## config.mk

```make
export PLATFORM = sky130hd
export DESIGN_NAME = nor_cmd_seq_flat
export DESIGN_NICKNAME = d
export VERILOG_FILES = /design/src/rtl/nor_cmd_seq_if.sv /design/src/rtl/nor_cmd_seq.sv /design/src/flat_wrapper.sv
export SDC_FILE = /design/constraint.sdc
export NUM_CORES = 1
export LEC_CHECK = 0
export ABC_AREA = 1
export BUFFER_PORTS_ARGS = -buffer_cell sky130_fd_sc_hd__buf_2
export CORE_AREA = 4 4 168 170
export DETAILED_ROUTE_END_ITERATION = 8
export DIE_AREA = 0 0 172 174
export SYNTH_ARGS = -nofsm -noshare
export SYNTH_HDL_FRONTEND = slang
export SYNTH_SLANG_ARGS = --single-unit
```

## constraint.sdc

```tcl
create_clock -name wb_clk_i -period 5.2 [get_ports wb_clk_i]
set_clock_uncertainty 0.05 [all_clocks]
set_input_delay 0.26 -clock wb_clk_i [delete_from_list [all_inputs] [get_ports wb_clk_i]]
set_output_delay 0.26 -clock wb_clk_i [all_outputs]
set_load 0.05 [all_outputs]
```

## src/rtl/nor_cmd_seq_if.sv

```systemverilog
// Wishbone pipelined bus between the NOR command sequencer (master) and the
// parallel NOR bus block (slave).
interface nor_cmd_seq_if #(
  parameter int ADDRBITS = 26,
  parameter int DATABITS = 16
);
  logic [ADDRBITS-1:0] wb_adr_o;
  logic [DATABITS-1:0] wb_dat_o;
  logic                wb_we_o;
  logic                wb_stb_o;
  logic                wb_cyc_o;
  logic [DATABITS-1:0] wb_dat_i;
  logic                wb_ack_i;
  logic                wb_stall_i;
  logic                wb_err_i;

  modport master (
    output wb_adr_o, wb_dat_o, wb_we_o, wb_stb_o, wb_cyc_o,
    input  wb_dat_i, wb_ack_i, wb_stall_i, wb_err_i
  );

  modport slave (
    input  wb_adr_o, wb_dat_o, wb_we_o, wb_stb_o, wb_cyc_o,
    output wb_dat_i, wb_ack_i, wb_stall_i, wb_err_i
  );
endinterface

```

## src/rtl/nor_cmd_seq.sv

```systemverilog
// Turns READ/PROGRAM/SECTOR_ERASE/RESET commands into JEDEC x16 wishbone write
// sequences, polls DQ6/DQ5 for completion and returns one status response.
module nor_cmd_seq #(
  parameter int                  ADDRBITS = 26,
  parameter int                  DATABITS = 16,
  parameter int                  POLLBITS = 16,
  parameter logic [POLLBITS-1:0] POLL_MAX = '1
) (
  input  logic                wb_clk_i,
  input  logic                wb_rst_ni,
  input  logic                cmd_valid_i,
  output logic                cmd_ready_o,
  input  logic [1:0]          cmd_op_i,
  input  logic [ADDRBITS-1:0] cmd_addr_i,
  input  logic [DATABITS-1:0] cmd_data_i,
  output logic                rsp_valid_o,
  output logic [DATABITS-1:0] rsp_data_o,
  output logic [1:0]          rsp_status_o,
  nor_cmd_seq_if.master       wb
);

  typedef enum logic [2:0] {S_IDLE, S_BUS_REQ, S_BUS_WAIT, S_BUS_GAP, S_RESP} state_e;
  typedef enum logic [1:0] {PH_SEQ, PH_POLL, PH_RECOV} phase_e;

  typedef struct packed {
    logic [ADDRBITS-1:0] adr;
    logic [DATABITS-1:0] dat;
    logic                we;
    logic                last;
  } xfer_t;

  localparam logic [1:0] OP_READ  = 2'd0;
  localparam logic [1:0] OP_PROG  = 2'd1;
  localparam logic [1:0] OP_ERASE = 2'd2;
  localparam logic [1:0] OP_RESET = 2'd3;

  localparam logic [ADDRBITS-1:0] ADR_555 = ADDRBITS'(12'h555);
  localparam logic [ADDRBITS-1:0] ADR_2AA = ADDRBITS'(12'h2AA);
  localparam logic [ADDRBITS-1:0] ADR_000 = '0;
  localparam logic [DATABITS-1:0] D_AA = DATABITS'(8'hAA);
  localparam logic [DATABITS-1:0] D_55 = DATABITS'(8'h55);
  localparam logic [DATABITS-1:0] D_A0 = DATABITS'(8'hA0);
  localparam logic [DATABITS-1:0] D_80 = DATABITS'(8'h80);
  localparam logic [DATABITS-1:0] D_30 = DATABITS'(8'h30);
  localparam logic [DATABITS-1:0] D_F0 = DATABITS'(8'hF0);

  // Command table: one bus transfer per (opcode, step); 'last' ends the write phase.
  function automatic xfer_t seq_entry(input logic [1:0] op, input logic [2:0] step,
                                      input logic [ADDRBITS-1:0] addr,
                                      input logic [DATABITS-1:0] data);
    xfer_t x;
    x.adr  = ADR_555;
    x.dat  = D_AA;
    x.we   = 1'b1;
    x.last = 1'b0;
    case (op)
      OP_READ: begin
        x.adr  = addr;
        x.dat  = '0;
        x.we   = 1'b0;
        x.last = 1'b1;
      end
      OP_PROG: begin
        case (step)
          3'd0:    begin x.adr = ADR_555; x.dat = D_AA; end
          3'd1:    begin x.adr = ADR_2AA; x.dat = D_55; end
          3'd2:    begin x.adr = ADR_555; x.dat = D_A0; end
          default: begin x.adr = addr;    x.dat = data; x.last = 1'b1; end
        endcase
      end
      OP_ERASE: begin
        case (step)
          3'd0:    begin x.adr = ADR_555; x.dat = D_AA; end
          3'd1:    begin x.adr = ADR_2AA; x.dat = D_55; end
          3'd2:    begin x.adr = ADR_555; x.dat = D_80; end
          3'd3:    begin x.adr = ADR_555; x.dat = D_AA; end
          3'd4:    begin x.adr = ADR_2AA; x.dat = D_55; end
          default: begin x.adr = addr;    x.dat = D_30; x.last = 1'b1; end
        endcase
      end
      default: begin
        x.adr  = ADR_000;
        x.dat  = D_F0;
        x.last = 1'b1;
      end
    endcase
    return x;
  endfunction

  state_e              state_q, state_d;
  phase_e              phase_q, phase_d;
  logic [1:0]          op_q, op_d;
  logic [ADDRBITS-1:0] addr_q, addr_d;
  logic [DATABITS-1:0] data_q, data_d;
  logic [2:0]          step_q, step_d;
  logic [POLLBITS-1:0] poll_cnt_q, poll_cnt_d;
  logic [DATABITS-1:0] prev_q, prev_d;
  logic                have_prev_q, have_prev_d;
  logic                done_q, done_d;
  logic [DATABITS-1:0] res_data_q, res_data_d;
  logic [1:0]          res_status_q, res_status_d;
  logic [ADDRBITS-1:0] adr_q, adr_d;
  logic [DATABITS-1:0] dat_q, dat_d;
  logic                we_q, we_d;
  logic                cyc_q, cyc_d;
  logic                cmd_ready_q, cmd_ready_d;
  logic                rsp_valid_q, rsp_valid_d;
  logic [DATABITS-1:0] rsp_data_q, rsp_data_d;
  logic [1:0]          rsp_status_q, rsp_status_d;

  xfer_t               first_entry, cur_entry, next_entry;
  logic [DATABITS-1:0] cur_rd;
  logic [POLLBITS-1:0] poll_inc;

  always_comb begin
    state_d      = state_q;
    phase_d      = phase_q;
    op_d         = op_q;
    addr_d       = addr_q;
    data_d       = data_q;
    step_d       = step_q;
    poll_cnt_d   = poll_cnt_q;
    prev_d       = prev_q;
    have_prev_d  = have_prev_q;
    done_d       = done_q;
    res_data_d   = res_data_q;
    res_status_d = res_status_q;
    adr_d        = adr_q;
    dat_d        = dat_q;
    we_d         = we_q;
    cyc_d        = cyc_q;
    cmd_ready_d  = cmd_ready_q;
    rsp_valid_d  = 1'b0;
    rsp_data_d   = rsp_data_q;
    rsp_status_d = rsp_status_q;

    first_entry = seq_entry(cmd_op_i, 3'd0, cmd_addr_i, cmd_data_i);
    cur_entry   = seq_entry(op_q, step_q, addr_q, data_q);
    next_entry  = seq_entry(op_q, step_q + 3'd1, addr_q, data_q);
    cur_rd      = wb.wb_dat_i;
    poll_inc    = poll_cnt_q + 1'b1;

    case (state_q)
      S_IDLE: begin
        if (cmd_valid_i && cmd_ready_q) begin
          op_d        = cmd_op_i;
          addr_d      = cmd_addr_i;
          data_d      = cmd_data_i;
          step_d      = 3'd0;
          phase_d     = PH_SEQ;
          adr_d       = first_entry.adr;
          dat_d       = first_entry.dat;
          we_d        = first_entry.we;
          cyc_d       = 1'b1;
          cmd_ready_d = 1'b0;
          state_d     = S_BUS_REQ;
        end
      end
      S_BUS_REQ: begin
        if (!wb.wb_stall_i) state_d = S_BUS_WAIT;
      end
      S_BUS_WAIT: begin
        // err wins over a coincident ack and skips any recovery write
        if (wb.wb_err_i) begin
          cyc_d        = 1'b0;
          state_d      = S_BUS_GAP;
          done_d       = 1'b1;
          res_data_d   = '0;
          res_status_d = 2'd3;
        end else if (wb.wb_ack_i) begin
          cyc_d   = 1'b0;
          state_d = S_BUS_GAP;
          case (phase_q)
            PH_SEQ: begin
              if (!cur_entry.last) begin
                step_d = step_q + 3'd1;
                adr_d  = next_entry.adr;
                dat_d  = next_entry.dat;
                we_d   = next_entry.we;
              end else if (op_q == OP_READ) begin
                done_d       = 1'b1;
                res_data_d   = cur_rd;
                res_status_d = 2'd0;
              end else if (op_q == OP_RESET) begin
                done_d       = 1'b1;
                res_data_d   = '0;
                res_status_d = 2'd0;
              end else begin
                phase_d     = PH_POLL;
                adr_d       = addr_q;
                we_d        = 1'b0;
                poll_cnt_d  = '0;
                have_prev_d = 1'b0;
              end
            end
            PH_POLL: begin
              res_data_d = cur_rd;
              if (!have_prev_q) begin
                prev_d      = cur_rd;
                have_prev_d = 1'b1;
              end else if (cur_rd[6] == prev_q[6]) begin
                done_d       = 1'b1;
                res_status_d = 2'd0;
              end else if (cur_rd[5] || (poll_inc == POLL_MAX)) begin
                phase_d      = PH_RECOV;
                res_status_d = cur_rd[5] ? 2'd1 : 2'd2;
                adr_d        = ADR_000;
                dat_d        = D_F0;
                we_d         = 1'b1;
              end else begin
                poll_cnt_d = poll_inc;
                prev_d     = cur_rd;
              end
            end
            default: done_d = 1'b1;
          endcase
        end
      end
      S_BUS_GAP: begin
        if (done_q) begin
          done_d       = 1'b0;
          rsp_valid_d  = 1'b1;
          rsp_data_d   = res_data_q;
          rsp_status_d = res_status_q;
          state_d      = S_RESP;
        end else begin
          cyc_d   = 1'b1;
          state_d = S_BUS_REQ;
        end
      end
      S_RESP: begin
        cmd_ready_d = 1'b1;
        state_d     = S_IDLE;
      end
      default: state_d = S_IDLE;
    endcase
  end

  always_ff @(posedge wb_clk_i) begin
    if (!wb_rst_ni) begin
      state_q      <= S_IDLE;
      phase_q      <= PH_SEQ;
      op_q         <= '0;
      addr_q       <= '0;
      data_q       <= '0;
      step_q       <= '0;
      poll_cnt_q   <= '0;
      prev_q       <= '0;
      have_prev_q  <= 1'b0;
      done_q       <= 1'b0;
      res_data_q   <= '0;
      res_status_q <= '0;
      adr_q        <= '0;
      dat_q        <= '0;
      we_q         <= 1'b0;
      cyc_q        <= 1'b0;
      cmd_ready_q  <= 1'b1;
      rsp_valid_q  <= 1'b0;
      rsp_data_q   <= '0;
      rsp_status_q <= '0;
    end else begin
      state_q      <= state_d;
      phase_q      <= phase_d;
      op_q         <= op_d;
      addr_q       <= addr_d;
      data_q       <= data_d;
      step_q       <= step_d;
      poll_cnt_q   <= poll_cnt_d;
      prev_q       <= prev_d;
      have_prev_q  <= have_prev_d;
      done_q       <= done_d;
      res_data_q   <= res_data_d;
      res_status_q <= res_status_d;
      adr_q        <= adr_d;
      dat_q        <= dat_d;
      we_q         <= we_d;
      cyc_q        <= cyc_d;
      cmd_ready_q  <= cmd_ready_d;
      rsp_valid_q  <= rsp_valid_d;
      rsp_data_q   <= rsp_data_d;
      rsp_status_q <= rsp_status_d;
    end
  end

  // stb is gated by the live stall input so a request is never offered while stalled
  assign wb.wb_stb_o  = (state_q == S_BUS_REQ) && !wb.wb_stall_i;
  assign wb.wb_cyc_o  = cyc_q;
  assign wb.wb_adr_o  = adr_q;
  assign wb.wb_dat_o  = dat_q;
  assign wb.wb_we_o   = we_q;
  assign cmd_ready_o  = cmd_ready_q;
  assign rsp_valid_o  = rsp_valid_q;
  assign rsp_data_o   = rsp_data_q;
  assign rsp_status_o = rsp_status_q;

endmodule

```

## src/flat_wrapper.sv

```systemverilog
// flat-port wrapper written by rule: the top's interface ports become plain ports
module nor_cmd_seq_flat 
#(
  parameter int                  ADDRBITS = 26,
  parameter int                  DATABITS = 16,
  parameter int                  POLLBITS = 16,
  parameter logic [POLLBITS-1:0] POLL_MAX = '1
)
  (wb_clk_i, wb_rst_ni, cmd_valid_i, cmd_ready_o, cmd_op_i, cmd_addr_i, cmd_data_i, rsp_valid_o, rsp_data_o, rsp_status_o, wb_wb_adr_o, wb_wb_dat_o, wb_wb_we_o, wb_wb_stb_o, wb_wb_cyc_o, wb_wb_dat_i, wb_wb_ack_i, wb_wb_stall_i, wb_wb_err_i);
  nor_cmd_seq_if #(.ADDRBITS(ADDRBITS), .DATABITS(DATABITS)) wb_i ();
  input  logic wb_clk_i;
  input  logic wb_rst_ni;
  input  logic cmd_valid_i;
  output logic cmd_ready_o;
  input  logic [1:0] cmd_op_i;
  input  logic [ADDRBITS-1:0] cmd_addr_i;
  input  logic [DATABITS-1:0] cmd_data_i;
  output logic rsp_valid_o;
  output logic [DATABITS-1:0] rsp_data_o;
  output logic [1:0] rsp_status_o;
  output wire logic [$bits(wb_i.wb_adr_o)-1:0] wb_wb_adr_o;
  output wire logic [$bits(wb_i.wb_dat_o)-1:0] wb_wb_dat_o;
  output wire logic [$bits(wb_i.wb_we_o)-1:0] wb_wb_we_o;
  output wire logic [$bits(wb_i.wb_stb_o)-1:0] wb_wb_stb_o;
  output wire logic [$bits(wb_i.wb_cyc_o)-1:0] wb_wb_cyc_o;
  input wire logic [$bits(wb_i.wb_dat_i)-1:0] wb_wb_dat_i;
  input wire logic [$bits(wb_i.wb_ack_i)-1:0] wb_wb_ack_i;
  input wire logic [$bits(wb_i.wb_stall_i)-1:0] wb_wb_stall_i;
  input wire logic [$bits(wb_i.wb_err_i)-1:0] wb_wb_err_i;
  assign wb_wb_adr_o = wb_i.wb_adr_o;
  assign wb_wb_dat_o = wb_i.wb_dat_o;
  assign wb_wb_we_o = wb_i.wb_we_o;
  assign wb_wb_stb_o = wb_i.wb_stb_o;
  assign wb_wb_cyc_o = wb_i.wb_cyc_o;
  assign wb_i.wb_dat_i = wb_wb_dat_i;
  assign wb_i.wb_ack_i = wb_wb_ack_i;
  assign wb_i.wb_stall_i = wb_wb_stall_i;
  assign wb_i.wb_err_i = wb_wb_err_i;
  nor_cmd_seq #(.ADDRBITS(ADDRBITS), .DATABITS(DATABITS), .POLLBITS(POLLBITS), .POLL_MAX(POLL_MAX)) u_core (.wb_clk_i(wb_clk_i), .wb_rst_ni(wb_rst_ni), .cmd_valid_i(cmd_valid_i), .cmd_ready_o(cmd_ready_o), .cmd_op_i(cmd_op_i), .cmd_addr_i(cmd_addr_i), .cmd_data_i(cmd_data_i), .rsp_valid_o(rsp_valid_o), .rsp_data_o(rsp_data_o), .rsp_status_o(rsp_status_o), .wb(wb_i));
endmodule
```

======== After elaboration in Yosys (flattened, before gate mapping) ========
Index checks and enable logic that the tools add are counted.
storage, ports and cells
  register bits after elaboration ......... 159
  input port bits ......................... 66
  output and inout bits ................... 65
  word-level logic and storage cells ...... 223
cells by class
  $add $sub $neg .......................... 2
  equality and inequality tests ........... 54
  mux-type cells .......................... 108
  bitwise logic cells ..................... 1
  reduce and logical (&&, ||, !) cells .... 38
operators with widths
  operator                                                                 number
  42-bit one-hot mux with 3 select lines                                   3
  16-bit two-way mux                                                       18
  26-bit two-way mux                                                       9
  16-bit one-hot mux with 2 select lines                                   4
  26-bit one-hot mux with 2 select lines                                   2
  42-bit one-hot mux with 2 select lines                                   1
  2-bit two-way mux                                                        18
  3-bit two-way mux                                                        10
  1-bit two-way mux                                                        27
  2-bit inequality test, second input constant                             12
  7-bit two-way mux                                                        3
  10-bit AND reduction                                                     2
  3-bit by 2-bit equality test with 1-bit output, second input constant    6
  3-bit by 2-bit inequality test with 1-bit output, second input constant  6
  6-bit AND reduction                                                      3
  16-bit by 1-bit adder with 16-bit output, second input constant          1
  16-bit equality test, second input constant                              1
  3-bit inequality test, second input constant                             5
  1-bit one-hot mux with 2 select lines                                    7
  7-bit AND reduction                                                      2
  4-bit by 3-bit inequality test with 1-bit output, second input constant  3
  2-bit one-hot mux with 2 select lines                                    3
  3-bit one-hot mux with 4 select lines                                    1
  11-bit AND reduction                                                     1
  28 further kinds                                                         55

======== Logic depth before layout (Yosys ltp) ========
Gate-level depths: netlist of the first run.
  depth in word-level cells ............... 10
  mapped depth ............................ 17
  mapped depth without buffers ............ 16

======== Worst setup path before layout of the first run ========
OpenSTA, ideal clock, no wires.
  path type ............................... register -> output
  from .................................... register u_core.state_q[0]
  to ...................................... output port wb_wb_stb_o
  arrival time ............................ 1.963 ns
  data required time ...................... 4.890 ns
  setup slack ............................. 2.927 ns
  cell stages (with the launch flop) ...... 3
  path buffers ............................ 0
  cell sequence ........................... dfxtp_1 > inv_1 > nor4_1
on the way
  cells in the longest elaborated chain, start to end .. 2
ends and longest elaborated chain
  element                                         line                RTL
  start: declaration                              nor_cmd_seq.sv:90   state_e state_q, state_d;
  start signal: assignment                        nor_cmd_seq.sv:262  state_q <= state_d;
  3-bit by 1-bit equality test with 1-bit output  nor_cmd_seq.sv:286  assign wb.wb_stb_o = (state_q == S_BUS_REQ) && !wb.wb_stall_i;
  1-bit logical AND                               nor_cmd_seq.sv:286
  end: declaration                                flat_wrapper.sv:24  output wire logic [$bits(wb_i.wb_stb_o)-1:0] wb_wb_stb_o;
No other way between the ends.

======== Worst setup path after layout of the first run ========
  from .................................... register u_core.phase_q[0]
  to ...................................... register u_core.adr_q[0] (netlist: u_core.wb.wb_adr_o[0])
on the way
  cells in the longest elaborated chain, start to end .. 5
  elaborated cells between the ends (all ways) .. 13
  classes of those cells .................. 7 x eq/ne; 4 x mux; 2 x reduce/logical
ends and longest elaborated chain
  element                                                                            line                RTL
  start: declaration                                                                 nor_cmd_seq.sv:91   phase_e phase_q, phase_d;
  start signal: assignment                                                           nor_cmd_seq.sv:263  phase_q <= phase_d;
  2-bit by 1-bit equality test with 1-bit output or 2-bit zero test (tied branches)  nor_cmd_seq.sv:173  case (phase_q)
  26-bit one-hot mux with 2 select lines                                             nor_cmd_seq.sv:173
  26-bit two-way mux                                                                 nor_cmd_seq.sv:170  end else if (wb.wb_ack_i) begin
  26-bit two-way mux                                                                 nor_cmd_seq.sv:164  if (wb.wb_err_i) begin
  26-bit one-hot mux with 2 select lines                                             nor_cmd_seq.sv:143  case (state_q)
  end signal: assignment                                                             nor_cmd_seq.sv:274  adr_q <= adr_d;
  end: declaration                                                                   nor_cmd_seq.sv:102  logic [ADDRBITS-1:0] adr_q, adr_d;
Several ways; a longest one is shown, not always the timed one. The select of a mux whose other input is x is not followed.
A chain may end at the register's enable or synchronous reset.

==> results.json, run 1 <==
{
  "setup_viol": 0,
  "worstMarginPinSlew_ps": 1010,
  "synthCells": 1239,
  "crit_path_max_incr_delay_ps": 570,
  "synth_cell_types": 40,
  "clockBufferDepth": 2,
  "drt_iter0_drc": 483,
  "utilization_pct": 35.2,
  "fin_cells": 1692,
  "drc_errors": 0,
  "setup_tns_ps": 0,
  "synthesis.area_mm2": 0.00792,
  "comb_power_share_pct": 41.9,
  "cts_root_buf": "clkbuf_16",
  "port_buffers": 130,
  "cts_tree": "yes",
  "netlist_top_cells_area": "dfxtp_1 39%, nand2_1 15%, nor2_1 11%, inv_1 7.9%, o21ai_0 5.1%",
  "worst_slack_ps": 2080,
  "cts_buffers": 17,
  "nets": 1423,
  "switching_share_pct": 44.5,
  "dieArea_mm2": 0.0299,
  "dpl_cell_area_mm2": 0.00881,
  "final_area_mm2": 0.00940,
  "drv_cap": 0,
  "fillerInstances": 2975,
  "final.period_utilization_pct": 59.9,
  "cp_cell_sequence": "inv_1, nor2_2, inv_1, nor2_1, inv_1, nor2_1, nor2_2, buf_4, nand3_2, nand2_1, nand2_1, nor2_1",
  "multi_input_area_mm2": 0.00397,
  "max_freq_mhz": 321,
  "die_h_um": 174,
  "p_leak_nw": 4.60,
  "ys_warn_count": 0,
  "antenna_cells": 0,
  "core-area_mm2": 0.0267,
  "end_kind": "flip-flop",
  "layout-drive-gt1-share_pct": 14.0,
  "arrival_ps": 3380,
  "dp_hpwl_um": 16100,
  "clk_latency_ps": 420,
  "cts.htree.levels": 4,
  "yosysTopAreaCell": "dfxtp_1",
  "p_int_mw": 2.68,
  "post-route-min-period_ps": 3120,
  "hold_buffers": 0,
  "place.gp.congestion": 0.892,
  "mostFrequentLayoutCells": "307 x nand2_1, 233 x nor2_1, 166 x inv_1",
  "p_switching_mw": 2.15,
  "io_pins": 131,
  "powerDensity_mw_per_mm2": 515,
  "rsz0062_at_grt": "no",
  "pre_cts_slack_ps": 2040,
  "crit_slowest_cell": "nand3_2",
  "grt_overflow_total": 0,
  "final_antenna_net_count": 0,
  "grt_pass1_wl_um": 36200,
  "crit_fanout": 38,
  "hp-class": "in -> reg",
  "post_drt_wl_per_cell_um": 13.2,
  "antenna_found_initial": 0,
  "routed_via_density": 4.56,
  "cts.sinks": 153,
  "post-place-cells": 1662,
  "vdd_ir_drop_max_mv": 0.196,
  "synth_top_area_share_pct": 38.7,
  "num_rows": 60,
  "final-seq-area_mm2": 0.00306,
  "synth-seq-cells": 153,
  "finalPower_mw": 4.84,
  "grt_max_degree": 83,
  "pwr-share-seq_pct": 32.2,
  "grt.total_usage_pct": 14.8,
  "dr.pass1.iters": 5,
  "area_growth_syn_to_layout_pct": 18.7,
  "max_slew_margin_pct": 32.5,
  "synth_area_per_cell_um2": 6.39,
  "grt_pass1_vias": 7166,
  "final_hold_viol_count": 0,
  "cts_setup_buffers": 0,
  "synth-seq-area-share_pct": 38.7,
  "synth_nets": 1322,
  "run_status": "completed",
  "layout_commonest_cell": "nand2_1",
  "drv_slew": 0,
  "cts.repair.resized": 0,
  "start_util_pct": 29.6,
  "crit_type": "reg -> reg",
  "clkSlewWorstSetupHoldPaths_ps": 70,
  "die_w_um": 172,
  "required_ps": 5470,
  "wirelength_um": 22300,
  "vias": 7712,
  "critPathLaunchType": "flip-flop",
  "fin_hold_ws_ps": 14.9,
  "power.share.clock_pct": 25.9
}
==> registers in the layout, indices dropped and copies added, names as in the netlist <==
register             flops
u_core.cmd_ready_o       1
u_core.done_q            1
u_core.step_q            3
u_core.op_q              2
u_core.rsp_data_o       16
u_core.phase_q           2
u_core.rsp_valid_o       1
u_core.wb.wb_dat_o      16
u_core.wb.wb_cyc_o       1
u_core.addr_q           26
u_core.state_q           3
u_core.rsp_status_o      2
u_core.wb.wb_we_o        1
u_core.data_q           16
u_core.prev_q            1
u_core.res_status_q      2
u_core.wb.wb_adr_o      26
u_core.poll_cnt_q       16
u_core.res_data_q       16
u_core.have_prev_q       1
==> final timing paths <==
| check | cells after the start | end | startpoint | slack (ps) |
|---|---|---|---|---|
| max | 12 | u_core.wb.wb_adr_o[0] | u_core.phase_q[0] | 2080 |
| min | 3 | u_core.data_q[0] | cmd_data_i[0] | 10 |
| max reg2reg | 12 | u_core.wb.wb_adr_o[0] | u_core.phase_q[0] | 2080 |
| min reg2reg | 2 | u_core.addr_q[23] | u_core.addr_q[23] | 400 |
==> critical path: cells and delay by family, from the launching register on <==
family        cells  cell delay, ps
buf+inv           4             780
simple gates      8            1830
flops             1             330
==> cells in the mapped netlist <==
library cell  instances
a211oi_1              1
a21boi_0             14
a21boi_1              1
a21oi_1              65
a21oi_2               1
a22oi_1               1
a31oi_1               4
buf_1                 1
buf_2                 7
buf_4                 2
buf_6                 2
clkbuf_1             41
clkinv_1              4
dfxtp_1             153
ha_1                 17
inv_1               167
inv_2                 4
nand2_1             307
nand2_2               2
nand3_1              53
nand3_2               3
nand3_4               2
nand3b_1              1
nand4_1              40
nor2_1              234
nor2_2                4
nor2_4                4
nor3_1                4
nor4_1                2
o2111ai_1             1
o211ai_1              5
o21a_1                1
o21ai_0              80
o21ai_1               1
o21bai_1              2
o22ai_1               2
o311ai_0              1
or2_2                 2
xnor2_1               2
xor2_1                1
==> area by class of cell <==
type | count | area share, %
Multi-Input combinational cell | 858 | 42.2
Sequential cell | 153 | 32.6
Timing Repair Buffer | 135 | 7.35
Inverter | 175 | 6.99
Clock buffer | 19 | 4.82
Tap cell | 341 | 4.54
Clock inverter | 11 | 1.46
==> cell families after synthesis <==
kind of cell | share of synthesized area, %
buffers and inverters | 11.2
DFF | 38.7
and+or+nand+nor | 34.7
xor gates and xnor gates | 0.332
adders and majority gates | 2.69
AOI/OAI and AO/OA | 12.4
==> power groups by stage <==
stage	clock network, mW	registers, mW	logic [mW]
4_1_cts	1.29	1.56	2.04
3_3_place_gp	0	1.58	2.02
5_1_grt	1.34	1.59	2.27
6_report	1.25	1.56	2.03
2_1_floorplan	0	2.09	1.06
3_5_place_dp	0	1.59	2.03
==> metal layers <==
layer | routed length (um) | track usage, %
met4 | 346 | 3.90
met5 | 0 | 0
met1 | 10400 | 19.5
met3 | 958 | 2.93
met2 | 10600 | 24.6
Note: power is estimated with default switching activity, not from simulation.
==> run 2, diff against run 1 <==
- clock period: 5.2 -> 2.95 ns (I/O delays scaled with it)
==> run 2 against run 1 <==
  * Non-clock buffer count is 73 higher
  * Clock power rose by 73%
  * Clock-buffer cell count is the same
  * Total power is 78% higher
  * Critical endpoint is now u_core.poll_cnt_q[8]
  * Sequential cell count unchanged
  * Design area up 7.6%
  * First-iteration DRC count rose by 18%
  * Critical path type unchanged
==> results.json, run 2 (same netlist as run 1, synthesis figures left out) <==
{
  "grt_max_degree": 129,
  "multi_input_area_mm2": 0.00397,
  "place.gp.congestion": 0.903,
  "clkSlewWorstSetupHoldPaths_ps": 60,
  "post-route-min-period_ps": 2590,
  "rsz0062_at_grt": "no",
  "worstMarginPinSlew_ps": 818,
  "final.period_utilization_pct": 87.9,
  "max_slew_margin_pct": 45.4,
  "core-area_mm2": 0.0267,
  "end_kind": "flip-flop",
  "cts_setup_buffers": 0,
  "dr.pass1.iters": 6,
  "max_freq_mhz": 386,
  "dieArea_mm2": 0.0299,
  "critPathLaunchType": "flip-flop",
  "die_w_um": 172,
  "drv_cap": 0,
  "start_util_pct": 29.6,
  "io_pins": 131,
  "layout_commonest_cell": "nand2_1",
  "dpl_cell_area_mm2": 0.00892,
  "vias": 8042,
  "drc_errors": 0,
  "die_h_um": 174,
  "dp_hpwl_um": 16000,
  "run_status": "completed",
  "layout-drive-gt1-share_pct": 14.2,
  "cp_cell_sequence": "inv_1, ha_1, o21ai_0, nand2_1, nand2_1, nand2_1, inv_1, nand2_1, nand2_1, nor2_2, nand2_1, buf_4, inv_1, nor2_1, nor2_1",
  "cts_tree": "yes",
  "cts.sinks": 153,
  "fillerInstances": 2911,
  "wirelength_um": 23000,
  "vdd_ir_drop_max_mv": 0.360,
  "cts_buffers": 17,
  "powerDensity_mw_per_mm2": 853,
  "final-seq-area_mm2": 0.00306,
  "p_leak_nw": 4.90,
  "post-place-cells": 1674,
  "drt_iter0_drc": 568,
  "setup_viol": 0,
  "num_rows": 60,
  "cts.htree.levels": 4,
  "nets": 1496,
  "grt_overflow_total": 0,
  "grt_pass1_vias": 7722,
  "crit_type": "reg -> reg",
  "grt_pass1_wl_um": 38200,
  "finalPower_mw": 8.63,
  "crit_fanout": 23,
  "grt.total_usage_pct": 15.5,
  "setup_tns_ps": 0,
  "mostFrequentLayoutCells": "307 x nand2_1, 232 x nor2_1, 166 x inv_1",
  "cpMostUsedCell": "nand2_1",
  "post_drt_wl_per_cell_um": 13.0,
  "crit_slowest_cell": "dfxtp_1",
  "cts_root_buf": "clkbuf_16",
  "final_antenna_net_count": 0,
  "arrival_ps": 2850,
  "port_buffers": 130,
  "antenna_cells": 0,
  "clockBufferDepth": 2,
  "required_ps": 3200,
  "clk_latency_ps": 420,
  "fin_cells": 1767,
  "final_hold_viol_count": 0,
  "hp-class": "in -> reg",
  "final_area_mm2": 0.0101,
  "crit_path_max_incr_delay_ps": 390,
  "antenna_found_initial": 0,
  "drv_slew": 0,
  "routed_via_density": 4.55,
  "area_growth_syn_to_layout_pct": 27.7
}
-- run 2: layout make-up --
type | instances | area share, %
Multi-Input combinational cell | 858 | 39.3
Sequential cell | 153 | 30.3
Timing Repair Buffer | 208 | 14.0
Inverter | 175 | 6.50
Clock buffer | 19 | 4.38
Tap cell | 341 | 4.22
Clock inverter | 13 | 1.31
-- run 2: path summary, 6_finish.rpt --
path         cells after the start  slack (ps)              start                    to
max                             15         360     u_core.op_q[1]  u_core.poll_cnt_q[8]
min reg2reg                      2         400  u_core.addr_q[22]     u_core.addr_q[22]
max reg2reg                     15         360     u_core.op_q[1]  u_core.poll_cnt_q[8]
min                              3          50        wb_wb_ack_i     u_core.state_q[1]
-- run 2: repair_timing --
action,4_1_cts,5_1_grt
hold endpoints to repair,62,0
hold buffers,61,0
gates resized for setup,0,1
setup endpoints to repair,0,2
-- run 2: critical path: cells and delay by family, from the launching register on --
family / cells / cell delay (ps)
fa+ha+maj: 1 / 280
flops: 1 / 390
buf+inv: 4 / 740
compound gates: 1 / 180
simple gates: 9 / 820
-- run 2: routing by layer --
layer	vias to the layer above	GRT usage [%]	part of all wire, %
met5	-	0	0
met1	3607	20.1	47
met4	0	5.90	2.7
li1	4227	-	-
met2	170	25.5	47
met3	38	2.87	3.9
-- run 2: per-stage QoR --
step	util [%]	worst slack (ps)	hold WS (ps)
2_1_floorplan	-	783	232
3_3_place_gp	33.4	308	328
3_5_place_dp	33.4	313	331
4_1_cts	37.8	274	28.5
5_1_grt	37.8	58.1	28.4
6_report	37.8	358	49.7
-- run 2: report_power, final --
| part | switching, mW | total (mW) | internal (mW) |
|---|---|---|---|
| registers | 0.225 | 2.75 | 2.52 |
| clock network | 0.951 | 2.16 | 1.21 |
| logic | 2.71 | 3.73 | 1.02 |
